[config.mk]
export PLATFORM = sky130hd
export DESIGN_NAME = ram_arbiter
export DESIGN_NICKNAME = d
export VERILOG_FILES = /design/src/rtl/ram_arbiter_pkg.sv /design/src/rtl/ram_arbiter_rr_arb2.sv /design/src/rtl/ram_arbiter.sv
export SDC_FILE = /design/constraint.sdc
export NUM_CORES = 1
export LEC_CHECK = 0
export CAP_MARGIN = 40
export CELL_PAD_IN_SITES_DETAIL_PLACEMENT = 1
export CELL_PAD_IN_SITES_GLOBAL_PLACEMENT = 2
export CORE_MARGIN = 1.5
export CORE_UTILIZATION = 10
export DETAILED_ROUTE_END_ITERATION = 7
export GPL_TIMING_DRIVEN = 0
export PLACE_DENSITY_LB_ADDON = 0.1
export SLEW_MARGIN = 10
export SYNTH_ARGS = -nofsm -noshare
export SYNTH_HDL_FRONTEND = slang
export SYNTH_SLANG_ARGS = --single-unit
[constraint.sdc]
create_clock -name clk -period 3 [get_ports clk]
set_input_delay 0.6 -clock clk [delete_from_list [all_inputs] [get_ports clk]]
set_output_delay 0.6 -clock clk [all_outputs]
set_load 0.01 [all_outputs]
[src/rtl/ram_arbiter_pkg.sv]
// ram_arbiter_pkg: shared master IDs, zero word, default RAM width
// and the response-stage bundle used by ram_arbiter.
package ram_arbiter_pkg;

  localparam logic        MST_CORE   = 1'b0;
  localparam logic        MST_DBG    = 1'b1;
  localparam logic [31:0] ZERO_WORD  = 32'h0;
  localparam int          RAM_ADDR_W = 11;

  typedef struct packed {
    logic valid;
    logic id;
    logic err;
    logic rd;
  } resp_t;

endpackage

[src/rtl/ram_arbiter_rr_arb2.sv]
// ram_arbiter_rr_arb2: two-input round-robin grant with last-winner pointer.
// Ports: clk, rstn (sync, active-low), req0_i/req1_i in, gnt0_o/gnt1_o out.
// RAM_ARB_DBG_PRIO_EN: input 1 wins every tie; the pointer is not built.
module ram_arbiter_rr_arb2
  import ram_arbiter_pkg::*;
(
  input  logic clk,
  input  logic rstn,
  input  logic req0_i,
  input  logic req1_i,
  output logic gnt0_o,
  output logic gnt1_o
);

  logic tie_to1;

`ifdef RAM_ARB_DBG_PRIO_EN
  assign tie_to1 = 1'b1;

  logic unused_clk;
  assign unused_clk = clk;
`else
  logic rr_ptr_q;
  logic rr_ptr_d;

  // Tie goes to the master that did not win last.
  assign tie_to1 = (rr_ptr_q == MST_CORE);

  always_comb begin
    rr_ptr_d = rr_ptr_q;
    if (gnt1_o)
      rr_ptr_d = MST_DBG;
    else if (gnt0_o)
      rr_ptr_d = MST_CORE;
  end

  // Reset value marks master 1 as last winner so master 0 takes the first tie.
  always_ff @(posedge clk) begin
    if (!rstn)
      rr_ptr_q <= MST_DBG;
    else
      rr_ptr_q <= rr_ptr_d;
  end
`endif

  // No grants while in reset: a request seen then is simply dropped.
  assign gnt1_o = rstn & req1_i & (~req0_i | tie_to1);
  assign gnt0_o = rstn & req0_i & (~req1_i | ~tie_to1);

endmodule

[src/rtl/ram_arbiter.sv]
// ram_arbiter: two-master arbiter for the byte-lane data RAM (1-cycle read).
// Ports: clk, rstn, m0_*/m1_* request/response, ram_* RAM drive. Optional
// RAM_ARB_DBG_PRIO_EN gives master 1 (debug) absolute tie priority.
module ram_arbiter
  import ram_arbiter_pkg::*;
#(
  parameter int          ADDR_W    = RAM_ADDR_W,
  parameter logic [31:0] BASE_ADDR = 32'h0000_0000
) (
  input  logic              clk,
  input  logic              rstn,
  input  logic              m0_req,
  input  logic              m0_we,
  input  logic [31:0]       m0_addr,
  input  logic [31:0]       m0_wdata,
  input  logic [3:0]        m0_wstrb,
  output logic              m0_gnt,
  output logic              m0_rvalid,
  output logic [31:0]       m0_rdata,
  output logic              m0_err,
  input  logic              m1_req,
  input  logic              m1_we,
  input  logic [31:0]       m1_addr,
  input  logic [31:0]       m1_wdata,
  input  logic [3:0]        m1_wstrb,
  output logic              m1_gnt,
  output logic              m1_rvalid,
  output logic [31:0]       m1_rdata,
  output logic              m1_err,
  output logic              ram_en,
  output logic [3:0]        ram_we,
  output logic [ADDR_W-1:0] ram_addr,
  output logic [31:0]       ram_wdata,
  input  logic [31:0]       ram_rdata
);

  logic        acc;
  logic        sel_we;
  logic [29:0] sel_wa;
  logic [31:0] sel_wdata;
  logic [3:0]  sel_strb;
  logic [29:0] woff;
  logic        in_win;
  resp_t       resp_q;
  resp_t       resp_d;
  logic        rv0;
  logic        rv1;

  logic unused_lsb;
  assign unused_lsb = ^{m0_addr[1:0], m1_addr[1:0]};

  ram_arbiter_rr_arb2 u_arb (
    .clk    (clk),
    .rstn   (rstn),
    .req0_i (m0_req),
    .req1_i (m1_req),
    .gnt0_o (m0_gnt),
    .gnt1_o (m1_gnt)
  );

  assign acc       = m0_gnt | m1_gnt;
  assign sel_we    = m1_gnt ? m1_we          : m0_we;
  assign sel_wa    = m1_gnt ? m1_addr[31:2]  : m0_addr[31:2];
  assign sel_wdata = m1_gnt ? m1_wdata       : m0_wdata;
  assign sel_strb  = m1_gnt ? m1_wstrb       : m0_wstrb;

  // BASE_ADDR is window-aligned, so a word-level subtract is exact.
  assign woff   = sel_wa - BASE_ADDR[31:2];
  assign in_win = ((woff >> ADDR_W) == 30'd0);

  always_comb begin
    ram_en    = 1'b0;
    ram_we    = 4'b0000;
    ram_addr  = '0;
    ram_wdata = ZERO_WORD;
    if (acc && in_win) begin
      ram_en    = 1'b1;
      ram_we    = sel_we ? sel_strb : 4'b0000;
      ram_addr  = woff[ADDR_W-1:0];
      ram_wdata = sel_wdata;
    end
  end

  always_comb begin
    resp_d       = '0;
    resp_d.valid = acc;
    resp_d.id    = m1_gnt ? MST_DBG : MST_CORE;
    resp_d.err   = acc & ~in_win;
    resp_d.rd    = acc & in_win & ~sel_we;
  end

  always_ff @(posedge clk) begin
    if (!rstn)
      resp_q <= '0;
    else
      resp_q <= resp_d;
  end

  // Gating by rstn keeps outputs quiet in the reset cycle itself.
  assign rv0 = rstn & resp_q.valid & (resp_q.id == MST_CORE);
  assign rv1 = rstn & resp_q.valid & (resp_q.id == MST_DBG);

  assign m0_rvalid = rv0;
  assign m1_rvalid = rv1;
  assign m0_err    = rv0 & resp_q.err;
  assign m1_err    = rv1 & resp_q.err;
  assign m0_rdata  = (rv0 && resp_q.rd) ? ram_rdata : ZERO_WORD;
  assign m1_rdata  = (rv1 && resp_q.rd) ? ram_rdata : ZERO_WORD;

endmodule
==> impl_metrics.py, run 1 <==
metrics = {
    "critical_path": {
        "slowest_stage": "or4_4",
        "endpoint_kind": "output port",
        "r2r_cells": 7,
        "max_stage_delay_ps": 530,
        "crit_path_max_fanout": 5,
        "timing.rr.end": "resp_q[1]",
        "r2r_start": "u_arb.rr_ptr_q",
        "crit_type": "in2out",
        "startpoint_type": "input pin",
        "arrival_ps": 2360,
        "rrSetupSlack_ps": 1260,
        "worstPathCellList": "clkdlybuf4s15_1 > or3_1 > or4_4 > buf_12 > buf_8 > a221oi_2 > buf_2",
        "crit_required_ps": 2400,
    },
    "power_and_ir_drop": {
        "internal_power_mw": 0.460,
        "power.switching_mw": 0.150,
        "clockPowerShare_pct": 36.2,
        "total_power_mw": 0.610,
        "power_frac_seq_pct": 11.9,
        "switching_share_pct": 24.6,
        "ir_worst_vdd_mv": 0.138,
        "p_leak_nw": 2.07,
        "combPwrFrac_pct": 51.9,
        "power.density_nw_per_um2": 129,
    },
    "finish": {
        "final_nets": 714,
        "fill_cells": 1807,
        "final_util_pct": 32.6,
        "drive_above_1_share_pct": 22.6,
        "area_growth_pct": 218,
        "stdcell_count": 724,
        "final_area_um2": 4740,
    },
    "floorplanning": {
        "die_height_um": 125,
        "ios": 292,
        "dieWidth_um": 125,
        "die_area_um2": 15600,
        "initial_utilization_pct": 10.2,
        "core_um2": 14500,
        "num_rows": 44,
    },
    "clock_network": {
        "htree_levels": 1,
        "clk_latency_ps": 230,
        "cts_tree": "built",
        "root_buffer": "clkbuf_16",
        "cts.sinks": 5,
        "clk_pin_slew_ps": 30,
        "cts_buffers": 3,
        "clock_path_buffers": 2,
        "holdBufCountCts": 0,
    },
    "synthesis": {
        "netlist_instances": 240,
        "synthXorXnorAreaFrac_pct": 0,
        "syn_nets": 414,
        "synthFlopType": "dfxtp_1",
        "syn_area_per_cell_um2": 6.20,
        "yosysTopAreaCell": "and3_1",
        "synth-seq-area-share_pct": 6.73,
        "yosys-mux-area-fraction_pct": 0,
        "synthSimpleGateAreaFrac_pct": 40.6,
        "synth_compound_area_share_pct": 42.2,
        "synth_top_family_by_area": "compound AO/OA/AOI/OAI gates",
        "ys_ff_latch": 5,
        "synth_cell_type_count": 23,
        "netlist_area_um2": 1490,
        "async_flop_share_pct": 0,
        "netlist.area_leader.share_pct": 28.2,
        "synth_fa_ha_area_share_pct": 0,
        "synth_edf_count": 0,
        "synth_area_leaders": "and3_1 28%, a22oi_1 22%, a21oi_1 15%",
        "synth_commonest_cells": "67 x and3_1, 45 x a21oi_1, 43 x a22oi_1",
        "yosysMostFrequentCell": "and3_1",
        "yosys_warnings": 0,
    },
    "global_route": {
        "antenna_found_initial": 1,
        "grt_max_degree": 11,
        "track_usage_pct": 15.2,
        "grt_pass1_vias": 3359,
        "grt.overflow.total": 0,
        "grt_pass1_wl_um": 19000,
    },
    "sta": {
        "fin_crit_sh_pct": 98.8,
        "tightest_slew_ps": 724,
        "rsz0062_at_grt": "true",
        "fin_skew_ps": 1.44,
        "finalHoldViolations": 0,
        "clock.fmax_mhz": 337,
        "setup_violations": 0,
        "relSlewSlack_pct": 51.5,
        "maxSlewViolCount": 0,
        "finalCriticalPeriod_ps": 2960,
    },
    "route": {
        "wl_per_cell_um": 17.6,
        "drc": 0,
        "drt_iter0_markers": 72,
        "vias_per_cell": 4.38,
        "firstDrtPassIters": 4,
        "vias": 3173,
        "drt-total-wl_um": 12800,
        "postRouteAntennaNets": 0,
    },
    "min_path": {
        "holdCritPathClass": "reg2reg",
        "whs_endpoint": "u_arb.rr_ptr_q",
        "min_delay_path_depth": 2,
        "hp-start": "u_arb.rr_ptr_q",
    },
    "placed_design": {
        "placed_cell_area_um2": 4590,
        "routabilityCongestion": 0.733,
        "io_buffers": 287,
        "dp_hpwl_um": 10700,
        "dp.cells": 711,
    },
    "outcome": {
        "status": "finished, final reports clean",
    },
    "job": {
        "drv_cap": 0,
    },
}
## layout make-up
class	count	area (um2)	area share, %
Inverter	3	11.3	0.238
Sequential cell	5	100	2.11
Multi-Input combinational cell	196	1330	28.2
Clock buffer	4	78.8	1.66
Buffer	32	229	4.83
Antenna cell	1	2.50	0.0528
Tap cell	184	230	4.86
Timing Repair Buffer	299	2750	58.1
## placed cells by master, fill, tap and decap left out, types with 5 or more instances in the layout
master and instances:
clkbuf_2 24, nand2_1 11, clkdlybuf4s15_1 17, clkdlybuf4s50_1 198
dfxtp_1 5, buf_2 45, a21oi_1 44, nor4_2 7
clkbuf_8 9, buf_6 7, clkbuf_1 13, a22oi_1 43
and3_1 67
## flip-flops by register name (all words and copies together) (netlist names)
name / flops
u_arb.rr_ptr_q: 1
resp_q: 4
## critical path: cells and delay by family
| kind | cells | cell delay (ps) |
|---|---|---|
| simple gates | 2 | 860 |
| buf+inv | 4 | 640 |
| compound gates | 1 | 260 |
## stage by stage
stage / TNS (ps) / hold WS (ps) / worst slack [ps]
after floorplan: 0 / 459 / 355
after global placement: -69650 / 485 / -1060
after detailed placement: -72420 / 496 / -1070
after CTS: -115 / 521 / -65.1
after global routing: -54.8 / 550 / -31.2
final: 0 / 512 / 35.2
## worst max-delay path by stage
stage	from	endpoint
6_report	m0_addr[30]	ram_we[1]
3_5_place_dp	rstn	ram_wdata[9]
5_1_grt	m1_addr[28]	ram_we[3]
4_1_cts	m1_addr[26]	ram_we[3]
3_3_place_gp	rstn	ram_we[3]
2_1_floorplan	m0_addr[25]	ram_we[0]
## power by group through the flow
| stage | Clock (mW) | Sequential (mW) | Combinational (mW) |
|---|---|---|---|
| 2_1_floorplan | 0 | 0.0727 | 0.0672 |
| 3_3_place_gp | 0 | 0.0731 | 0.317 |
| 3_5_place_dp | 0 | 0.0732 | 0.324 |
| 4_1_cts | 0.227 | 0.0726 | 0.313 |
| 5_1_grt | 0.234 | 0.0731 | 0.342 |
| 6_report | 0.221 | 0.0725 | 0.317 |
## timing repair
| item | 4_1_cts | 5_1_grt |
|---|---|---|
| gates resized for setup | 301 | 49 |
| cloned | 4 | 0 |
| pin swaps | 16 | 19 |
| endpoints found under the setup margin | 118 | 104 |
| buffers inserted | 7 | 2 |
## cell families (layout without fill, tap and decap cells)
kind of cell	count (synthesis)	in the layout
AND/OR/NAND/NOR	101	101
AO/OA/AOI/OAI	95	95
buffers and inverters	39	338
flip-flops	5	5
other	0	1
## layer usage
| metal | GRT usage, % | vias up | wire, um |
|---|---|---|---|
| li1 | - | 1527 | - |
| met1 | 14.7 | 1450 | 4390 |
| met5 | 0 | - | 0 |
| met3 | 5.13 | 19 | 1270 |
| met2 | 30.1 | 177 | 6800 |
| met4 | 4.55 | 0 | 323 |
Note: power is estimated with default switching activity, not from simulation.
==> run 2, diff against run 1 <==
- SLEW_MARGIN: 10 -> not set
==> results of run 2 <==
No change in the layout: final DEF, timing and power equal those of run 1.
